$ cat src/rtl/trex_scene_gen.sv
// -----------------------------------------------------------------------------
// trex_scene_gen
//
// Pixel source for the T-rex game display. Sits directly upstream of the VGA
// controller: the controller presents row_addr/col_addr/rdn and latches d_out
// on its next edge, so d_out is purely combinational from the address and the
// active (frame-stable) position registers.
//
// Position updates from game logic land in a shadow set and are copied to the
// active set only on the end-of-frame edge, so a frame never tears. The same
// edge advances the leg-animation frame counter.
//
// Optional feature (compile-time macro TREX_GAMEOVER_BLINK_EN):
//   a 5-bit free-running frame counter blanks the dino for 16 of every 32
//   frames while the active game_over flag is set.
//
// Ports:
//   vga_clk       in   pixel clock (25 MHz)
//   clrn          in   asynchronous active-low reset
//   row_addr[8:0] in   current pixel row, 0..479
//   col_addr[9:0] in   current pixel column, 0..639
//   rdn           in   active-low pixel read strobe from the controller
//   upd           in   one-cycle strobe: capture dino_y_in/obst_x_in/game_over_in
//   dino_y_in     in   dino top row (>=480: not drawn)
//   obst_x_in     in   obstacle left column (>=640: not drawn)
//   game_over_in  in   game-over flag
//   upd_ack       out  one-cycle pulse the cycle after upd is captured
//   frame_tick    out  one-cycle pulse after the last visible pixel of a frame
//   anim_phase    out  current leg phase
//   d_out[11:0]   out  pixel colour, bbbb_gggg_rrrr
// -----------------------------------------------------------------------------
module trex_scene_gen #(
   parameter int          GROUND_ROW  = 400,
   parameter int          DINO_X      = 64,
   parameter int          DINO_W      = 20,
   parameter int          DINO_H      = 22,
   parameter int          OBST_W      = 12,
   parameter int          OBST_H      = 24,
   parameter int          ANIM_FRAMES = 6,
   parameter logic [11:0] COL_BG      = 12'hFFF,
   parameter logic [11:0] COL_FG      = 12'h555,
   parameter logic [11:0] COL_GND     = 12'h777
) (
   input  logic        vga_clk,
   input  logic        clrn,
   input  logic [8:0]  row_addr,
   input  logic [9:0]  col_addr,
   input  logic        rdn,
   input  logic        upd,
   input  logic [8:0]  dino_y_in,
   input  logic [9:0]  obst_x_in,
   input  logic        game_over_in,
   output logic        upd_ack,
   output logic        frame_tick,
   output logic        anim_phase,
   output logic [11:0] d_out
);

   localparam int               CNT_W      = (ANIM_FRAMES > 1) ? $clog2(ANIM_FRAMES) : 1;
   localparam logic [CNT_W-1:0] CNT_LAST   = CNT_W'(ANIM_FRAMES - 1);
   localparam logic [8:0]       DINO_Y_RST = 9'(GROUND_ROW - DINO_H);
   localparam logic [9:0]       OBST_X_RST = 10'h3FF;

   // All region bounds in 11 bits so that position + size can never wrap.
   localparam logic [10:0] DX_LO   = 11'(DINO_X);
   localparam logic [10:0] DX_HI   = 11'(DINO_X + DINO_W);
   localparam logic [10:0] DX_MID  = 11'(DINO_X + DINO_W / 2);
   localparam logic [10:0] DH      = 11'(DINO_H);
   localparam logic [10:0] LEG_OFS = 11'(DINO_H - 4);
   localparam logic [10:0] OW      = 11'(OBST_W);
   localparam logic [10:0] OY_LO   = 11'(GROUND_ROW - OBST_H);
   localparam logic [10:0] OY_HI   = 11'(GROUND_ROW);
   localparam logic [10:0] GND_0   = 11'(GROUND_ROW);
   localparam logic [10:0] GND_1   = 11'(GROUND_ROW + 1);

   logic [8:0]       shd_dino_y_q, shd_dino_y_d;
   logic [9:0]       shd_obst_x_q, shd_obst_x_d;
   logic             shd_go_q,     shd_go_d;
   logic             pending_q,    pending_d;
   logic [8:0]       act_dino_y_q, act_dino_y_d;
   logic [9:0]       act_obst_x_q, act_obst_x_d;
   logic             act_go_q,     act_go_d;
   logic [CNT_W-1:0] anim_cnt_q,   anim_cnt_d;
   logic             anim_phase_q, anim_phase_d;
   logic             frame_tick_q, frame_tick_d;
   logic             upd_ack_q,    upd_ack_d;
`ifdef TREX_GAMEOVER_BLINK_EN
   logic [4:0]       blink_cnt_q,  blink_cnt_d;
`endif

   // Last visible pixel read; the edge that samples it is the commit edge.
   logic eof;
   assign eof = !rdn && (row_addr == 9'd479) && (col_addr == 10'd639);

   always_comb begin
      shd_dino_y_d = shd_dino_y_q;
      shd_obst_x_d = shd_obst_x_q;
      shd_go_d     = shd_go_q;
      pending_d    = pending_q;
      act_dino_y_d = act_dino_y_q;
      act_obst_x_d = act_obst_x_q;
      act_go_d     = act_go_q;
      anim_cnt_d   = anim_cnt_q;
      anim_phase_d = anim_phase_q;
      frame_tick_d = eof;
      upd_ack_d    = upd;

      // Commit reads the old shadow even if upd overwrites it on this edge.
      if (eof && pending_q) begin
         act_dino_y_d = shd_dino_y_q;
         act_obst_x_d = shd_obst_x_q;
         act_go_d     = shd_go_q;
      end

      if (upd) begin
         shd_dino_y_d = dino_y_in;
         shd_obst_x_d = obst_x_in;
         shd_go_d     = game_over_in;
         pending_d    = 1'b1;
      end else if (eof) begin
         pending_d    = 1'b0;
      end

      // Freeze decision uses the game_over that was active during this frame.
      if (eof && !act_go_q) begin
         if (anim_cnt_q == CNT_LAST) begin
            anim_cnt_d   = '0;
            anim_phase_d = !anim_phase_q;
         end else begin
            anim_cnt_d   = anim_cnt_q + CNT_W'(1);
         end
      end
   end

`ifdef TREX_GAMEOVER_BLINK_EN
   always_comb begin
      blink_cnt_d = blink_cnt_q;
      if (eof) blink_cnt_d = blink_cnt_q + 5'd1;
   end
`endif

   always_ff @(posedge vga_clk or negedge clrn) begin
      if (!clrn) begin
         shd_dino_y_q <= DINO_Y_RST;
         shd_obst_x_q <= OBST_X_RST;
         shd_go_q     <= 1'b0;
         pending_q    <= 1'b0;
         act_dino_y_q <= DINO_Y_RST;
         act_obst_x_q <= OBST_X_RST;
         act_go_q     <= 1'b0;
         anim_cnt_q   <= '0;
         anim_phase_q <= 1'b0;
         frame_tick_q <= 1'b0;
         upd_ack_q    <= 1'b0;
`ifdef TREX_GAMEOVER_BLINK_EN
         blink_cnt_q  <= 5'd0;
`endif
      end else begin
         shd_dino_y_q <= shd_dino_y_d;
         shd_obst_x_q <= shd_obst_x_d;
         shd_go_q     <= shd_go_d;
         pending_q    <= pending_d;
         act_dino_y_q <= act_dino_y_d;
         act_obst_x_q <= act_obst_x_d;
         act_go_q     <= act_go_d;
         anim_cnt_q   <= anim_cnt_d;
         anim_phase_q <= anim_phase_d;
         frame_tick_q <= frame_tick_d;
         upd_ack_q    <= upd_ack_d;
`ifdef TREX_GAMEOVER_BLINK_EN
         blink_cnt_q  <= blink_cnt_d;
`endif
      end
   end

   // ---------------------------------------------------------------- pixels
   logic [10:0] row_w, col_w, dy_w, ox_w;
   logic        dino_on, obst_on, dino_hidden;
   logic        in_dino_box, leg_row, left_half, dino_px, obst_px, gnd_px;

   assign row_w = {2'b00, row_addr};
   assign col_w = {1'b0, col_addr};
   assign dy_w  = {2'b00, act_dino_y_q};
   assign ox_w  = {1'b0, act_obst_x_q};

   assign dino_on = (act_dino_y_q < 9'd480);
   assign obst_on = (act_obst_x_q < 10'd640);

`ifdef TREX_GAMEOVER_BLINK_EN
   assign dino_hidden = act_go_q && blink_cnt_q[4];
`else
   assign dino_hidden = 1'b0;
`endif

   assign in_dino_box = (col_w >= DX_LO) && (col_w < DX_HI)
                     && (row_w >= dy_w) && (row_w < dy_w + DH);
   assign leg_row     = (row_w >= dy_w + LEG_OFS);
   assign left_half   = (col_w < DX_MID);

   // Leg rows draw only one half; phase 0 = left half, phase 1 = right half.
   assign dino_px = dino_on && !dino_hidden && in_dino_box
                 && (!leg_row || (left_half ^ anim_phase_q));

   assign obst_px = obst_on && (col_w >= ox_w) && (col_w < ox_w + OW)
                 && (row_w >= OY_LO) && (row_w < OY_HI);

   assign gnd_px  = (row_w == GND_0) || (row_w == GND_1);

   always_comb begin
      d_out = COL_BG;
      if (rdn)          d_out = 12'h000;
      else if (dino_px) d_out = COL_FG;
      else if (obst_px) d_out = COL_FG;
      else if (gnd_px)  d_out = COL_GND;
   end

   assign upd_ack    = upd_ack_q;
   assign frame_tick = frame_tick_q;
   assign anim_phase = anim_phase_q;

endmodule
$ cat config.mk
export PLATFORM = sky130hd
export DESIGN_NAME = trex_scene_gen
export DESIGN_NICKNAME = d
export VERILOG_FILES = /design/src/rtl/trex_scene_gen.sv
export SDC_FILE = /design/constraint.sdc
export NUM_CORES = 1
export LEC_CHECK = 0
export ABC_AREA = 0
export BUFFER_PORTS_ARGS = -buffer_cell sky130_fd_sc_hd__buf_2
export CORE_ASPECT_RATIO = 1.2
export CORE_MARGIN = 3
export CORE_UTILIZATION = 34
export CTS_CLUSTER_DIAMETER = 30
export DETAILED_ROUTE_END_ITERATION = 7
export SETUP_SLACK_MARGIN = 0.15
export SYNTH_ARGS = -nofsm -noshare
export SYNTH_HDL_FRONTEND = slang
export SYNTH_SLANG_ARGS = --single-unit
$ cat constraint.sdc
create_clock -name vga_clk -period 4.1 [get_ports vga_clk]
set_input_delay 0.82 -clock vga_clk [delete_from_list [all_inputs] [get_ports vga_clk]]
set_output_delay 0.82 -clock vga_clk [all_outputs]
set_load 0.01 [all_outputs]
**After elaboration in Yosys (flattened, before gate mapping)**

Index checks and enable logic that the tools add are counted.

- Equality and inequality tests: 5
- $lt $le $gt $ge: 12
- Reductions and logical operators: 21
- Add/sub/neg operators: 4
- Bitwise operators: 1
- Multiplexer cells: 7

Operator list:

| kind | number |
|---|---|
| $mux W12 | 4 |
| $eq A9 B9 Y1 const B | 3 |
| $add A9 B5 Y10 const B | 2 |
| $lt A10 B7 Y1 const B | 2 |
| $lt A9 B9 Y1 const B | 2 |
| $logic_and A1 B1 Y1 | 13 |
| $add A10 B4 Y11 const B | 1 |
| $lt A10 B11 Y1 | 1 |
| $eq A10 B10 Y1 const B | 1 |
| $ge A10 B10 Y1 | 1 |
| $ge A10 B7 Y1 const B | 1 |
| $ge A9 B10 Y1 | 1 |
| $lt A10 B10 Y1 const B | 1 |
| $lt A9 B10 Y1 | 1 |
| $ge A9 B9 Y1 | 1 |
| $ge A9 B9 Y1 const B | 1 |
| $logic_not A1 Y1 | 4 |
| $add A3 B1 Y3 const B | 1 |
| $eq A3 B3 Y1 const B | 1 |
| $mux W3 | 1 |
| $logic_or A1 B1 Y1 | 2 |
| $mux W1 | 2 |
| $reduce_and A2 Y1 | 1 |
| $reduce_bool A2 Y1 | 1 |
| $xor A1 B1 Y1 | 1 |

- Input bits: 43
- Logic and storage cells: 61
- Bits in registers: 47

**Logic depth before layout (Yosys ltp)**

- Depth in word-level cells: 8
- Mapped depth: 13
- Depth with buffers taken out: 12

**Worst setup path after synthesis**

Ideal clock, no wire load.

- Path type: register -> output
- From: reg act_dino_y_q[1]
- To: out d_out[11]
- Setup slack: 0.542 ns
- Stages on the path, launching flop included: 14
- Data arrival time: 2.738 ns
- Buffers on the path: 1
- Cell sequence: dfstp_2 -> inv_1 -> ha_1 -> o21a_1 -> nor2_1 -> xnor2_1 -> ha_1 -> nand2_1 -> or2_2 -> a21oi_1 -> nor4b_1 -> o2111a_1 -> nor3_1 -> buf_4

- Word-level cells in the longest chain between the ends: 7
- Elaborated cells on any way between the ends: 14

Ends and longest elaborated chain:

| element | line | RTL |
|---|---|---|
| start: declaration | 80 | `logic [8:0] act_dino_y_q, act_dino_y_d;` |
| start signal: assignment | 163 | `act_dino_y_q <= act_dino_y_d;` |
| $add A9 B5 Y10, or another cell as far along | 196 | `&& (row_w >= dy_w) && (row_w < dy_w + DH);` |
| $lt A9 B10 Y1, or another cell as far along | 196 |  |
| $logic_and A1 B1 Y1 or $logic_not A1 Y1 (tied branches) | 196, 202 |  |
| $logic_and A1 B1 Y1 or $logic_or A1 B1 Y1 (tied branches) | 201, 202 |  |
| $logic_and A1 B1 Y1 * | 202 | `&& (!leg_row \|\| (left_half ^ anim_phase_q));` |
| $mux W12 * | 212 | `else if (dino_px) d_out = COL_FG;` |
| $mux W12 * | 211 | `if (rdn) d_out = 12'h000;` |
| end: declaration | 56 | `output logic [11:0] d_out` |

Mark *: on every way between the ends. The rest lies on a longest branch, timed or not.

**Worst setup path after layout**

- From: reg act_dino_y_q[3]
- To: out d_out[9]

The elaborated chain is that of the path after synthesis.

==> impl_metrics.env <==
export IMPL_placement_io_buffers=57
export IMPL_worst_hold_path_num_cells=1
export IMPL_worstSkewPairLatency_ns=0.28
export IMPL_end_kind="output pin"
export IMPL_ratio_of_cells_with_drive_above_1_in_the_final_layout_pct=42.5
export IMPL_cts_tree="done"
export IMPL_hold_viol=0
export IMPL_drt_vias_per_instance=4.95
export IMPL_synth_seq_cells=47
export IMPL_place_gp_congestion=0.846
export IMPL_num_rows=39
export IMPL_path_clk_slew_ns=0.06
export IMPL_dp_slack_ns=0.442
export IMPL_holdCritStartpoint="anim_cnt_q[0]"
export IMPL_slew_violations=0
export IMPL_power_density_nw_per_um2=269
export IMPL_cp_max_fo=5
export IMPL_fin_crit_sh_pct=90.5
export IMPL_timing_fmax_mhz=269
export IMPL_grt_max_degree=48
export IMPL_post_route_worst_setup_slack_ns=0.388
export IMPL_wl_mm=7.05
export IMPL_static_leakage_power_nw=1.71
export IMPL_layout_commonest_cell="sky130_fd_sc_hd__buf_2"
export IMPL_postCtsHoldBufs=0
export IMPL_clk_root_buffer_cell="sky130_fd_sc_hd__clkbuf_16"
export IMPL_synth_distinct_cells=50
export IMPL_die_x_um=96.8
export IMPL_rr_worst_depth=3
export IMPL_synth_nets=392
export IMPL_path_class="flop to output pin"
export IMPL_final_instance_count_excl_fill=483
export IMPL_coreArea_um2=9560
export IMPL_die_area_um2=11100
export IMPL_timing_setup_tns_ns=0
export IMPL_synth_flop_cell="sky130_fd_sc_hd__dfstp_2"
export IMPL_nNetsFinal=447
export IMPL_first_global_vias=2394
export IMPL_groute_layer_met1_usage_pct=17.4
export IMPL_wl_per_cell_um=14.6
export IMPL_outcome="finished clean"
export IMPL_most_common_layout_cells="sky130_fd_sc_hd__buf_2 (57), sky130_fd_sc_hd__ha_1 (44), sky130_fd_sc_hd__dfstp_2 (32)"
export IMPL_globalRouteMet3Util_pct=2.37
export IMPL_crit_start_category="flop"
export IMPL_fraction_of_power_consumed_by_the_clock_network_pct=39.4
export IMPL_ant_nets=0
export IMPL_netSwitchingFraction_pct=22.4
export IMPL_crit_path_top_delay_cell="sky130_fd_sc_hd__dfstp_2"
export IMPL_r2r_end="act_dino_y_q[7]"
export IMPL_worstReg2RegStart="pending_q"
export IMPL_syn2layout_area_growth_pct=16.5
export IMPL_min_delay_path_class="flop to flop"
export IMPL_hold_worst_path_end="anim_cnt_q[0]"
export IMPL_fillers=969
export IMPL_dr_total_vias=2392
export IMPL_power_share_sequential_pct=48.0
export IMPL_grt_most_used_layer="met2"
export IMPL_avgSynthCellArea_um2=11.1
export IMPL_max_slew_worst_pin_slew_ns=0.991
export IMPL_antenna_found_initial=0
export IMPL_path_delay_family="simple AND/OR/NAND/NOR gates"
export IMPL_finalSetupViolCount=0
export IMPL_timing_critical_path_from="act_dino_y_q[3]"
export IMPL_internal_power_mw=0.820
export IMPL_net_load_switching_power_mw=0.236
export IMPL_ios=58
export IMPL_detailed_place_hpwl_mm=5.89
export IMPL_mappedNetlistArea_um2=3360
export IMPL_overflow=0
export IMPL_fp_dieH_um=115
export IMPL_clock_sinks=47
export IMPL_cts_htree_levels=2
export IMPL_grt_first_pass_wirelength_mm=11.8
export IMPL_grt_setup_unrepaired="no"
export IMPL_number_of_drc_markers_after_the_initial_detailed_route_iteration=69
export IMPL_cts_buffers_inserted=5
export IMPL_required_ns=3.28
export IMPL_antenna_cells_inserted=0
export IMPL_vdd_ir_drop_max_mv=0.131
export IMPL_detailedRoute_firstPassIterationCount=4
export IMPL_comb_power_share_pct=12.6
export IMPL_gr_usage_met2_pct=20.8
export IMPL_synth_cells=304
export IMPL_ys_warnings_count=0
export IMPL_max_cap_check_violation_count=0
export IMPL_async_reset_ff_share_pct=100
export IMPL_timing_final_crit_period_ns=3.71
export IMPL_drc=0
export IMPL_worst_slew_margin_rel_pct=33.9
export IMPL_path_cells="inv_1, a21oi_1, o21ai_0, nor2_1, xnor2_1, ha_1, nand3_1, or2_2, a21oi_2, nor4b_1, o2111a_1, nor3_2, buf_2"
export IMPL_placed_cells=472
export IMPL_synth_edff_count=0
export IMPL_start_util_pct=35.2
export IMPL_timing_reg2reg_setup_slack_ns=2.87
export IMPL_worst_clock_skew_ns=0.00535
export IMPL_yosysSeqAreaShare_pct=36.1
export IMPL_gr_usage_all_layers_pct=13.0
export IMPL_timing_critical_path_arrival_ns=2.89
export IMPL_clk_path_buf_depth=2
export IMPL_critical_path_max_stage_delay_ns=0.58
export IMPL_cp_num_buf_inv=2
export IMPL_finish_utilization_pct=41.0
-- worst register-to-register path: cells and delay by family (launching register included) --
| kind | cells | cell delay, ns |
|---|---|---|
| buf+inv | 1 | 0.34 |
| flops | 1 | 0.38 |
| mux | 1 | 0.34 |
| simple gates | 1 | 0.06 |
-- through the flow --
stage                     power [mW]  hold WS, ns  cell area, um2
final                           1.06        0.497            3920
after global routing            1.11        0.523            3920
after CTS                       1.07        0.503            3870
after detailed placement       0.649        0.491            3710
after global placement         0.644        0.474            3710
after floorplan                0.588        0.459            3360
-- synthesized netlist by cell type (2+ instances only) --
library cell,number,share of area (%)
sky130_fd_sc_hd__buf_6,2,0.67
sky130_fd_sc_hd__nand2_1,12,1.3
sky130_fd_sc_hd__a21oi_1,16,2.4
sky130_fd_sc_hd__a2111oi_0,3,0.78
sky130_fd_sc_hd__xor2_1,5,1.3
sky130_fd_sc_hd__a21o_1,5,1.1
sky130_fd_sc_hd__inv_1,25,2.8
sky130_fd_sc_hd__nand4b_1,2,0.52
sky130_fd_sc_hd__mux2_4,20,8.9
sky130_fd_sc_hd__dfstp_2,32,25
sky130_fd_sc_hd__o211ai_1,2,0.45
sky130_fd_sc_hd__nand2b_1,5,0.93
sky130_fd_sc_hd__nand4_1,6,1.1
sky130_fd_sc_hd__buf_4,9,2.0
sky130_fd_sc_hd__and3_1,2,0.37
sky130_fd_sc_hd__and4_1,2,0.52
sky130_fd_sc_hd__ha_1,45,17
sky130_fd_sc_hd__clkbuf_1,2,0.22
sky130_fd_sc_hd__nor2_1,10,1.1
sky130_fd_sc_hd__o21ai_1,2,0.30
sky130_fd_sc_hd__xnor2_1,16,4.2
sky130_fd_sc_hd__o21a_1,3,0.67
sky130_fd_sc_hd__nor3_1,4,0.60
sky130_fd_sc_hd__a221oi_1,2,0.52
sky130_fd_sc_hd__mux2_2,20,6.7
sky130_fd_sc_hd__o21ai_0,14,2.1
sky130_fd_sc_hd__dfrtp_1,15,11
-- kinds of logic (layout without fill, tap and decap cells) --
group / count (synthesis) / after routing / synth area share (%)
flops: 47 / 47 / 36.1
simple gates: 59 / 59 / 10.3
buf+inv: 38 / 94 / 5.69
xor+xnor: 21 / 21 / 5.47
compound gates: 54 / 54 / 10.1
mux: 40 / 40 / 15.6
fa+ha+maj: 45 / 45 / 16.7
-- registers in the layout (all words and copies together), names as in the netlist --
name	flops
act_dino_y_q	9
act_go_q	1
act_obst_x_q	10
anim_cnt_q	3
anim_phase	1
frame_tick	1
pending_q	1
shd_dino_y_q	9
shd_go_q	1
shd_obst_x_q	10
upd_ack	1
-- routing by layer --
| metal | wire length (um) | vias up |
|---|---|---|
| met5 | 0 | - |
| met2 | 3160 | 63 |
| met1 | 3380 | 1116 |
| li1 | - | 1199 |
| met4 | 173 | 0 |
| met3 | 332 | 14 |
-- power by group through the flow --
stage / combinational [mW] / sequential (mW) / clock (mW)
6_report: 0.133 / 0.507 / 0.416
5_1_grt: 0.151 / 0.510 / 0.450
4_1_cts: 0.134 / 0.508 / 0.432
3_5_place_dp: 0.133 / 0.515 / 0
3_3_place_gp: 0.129 / 0.515 / 0
2_1_floorplan: 0.0770 / 0.511 / 0
-- area by class of cell --
| class | count | area [um2] | area share (%) |
|---|---|---|---|
| clock buffers | 8 | 156 | 3.99 |
| inverters | 25 | 93.8 | 2.39 |
| multi-input cells | 219 | 1980 | 50.6 |
| flip-flops and latches | 47 | 1220 | 31.0 |
| well taps | 123 | 154 | 3.93 |
| repair buffers | 61 | 315 | 8.04 |
-- repair_timing --
| item | CTS | global route |
|---|---|---|
| endpoints found under the setup margin | 0 | 6 |
| buffers inserted | 0 | 3 |
| resized for setup | 0 | 6 |
-- worst max path at each step --
stage / endpoint / cells after the start
floorplan: d_out[11] / 13
global placement: d_out[3] / 10
detailed placement: d_out[11] / 10
CTS: d_out[11] / 13
global route: d_out[1] / 13
finish: d_out[9] / 13
Note: power is estimated with default switching activity, not from simulation.
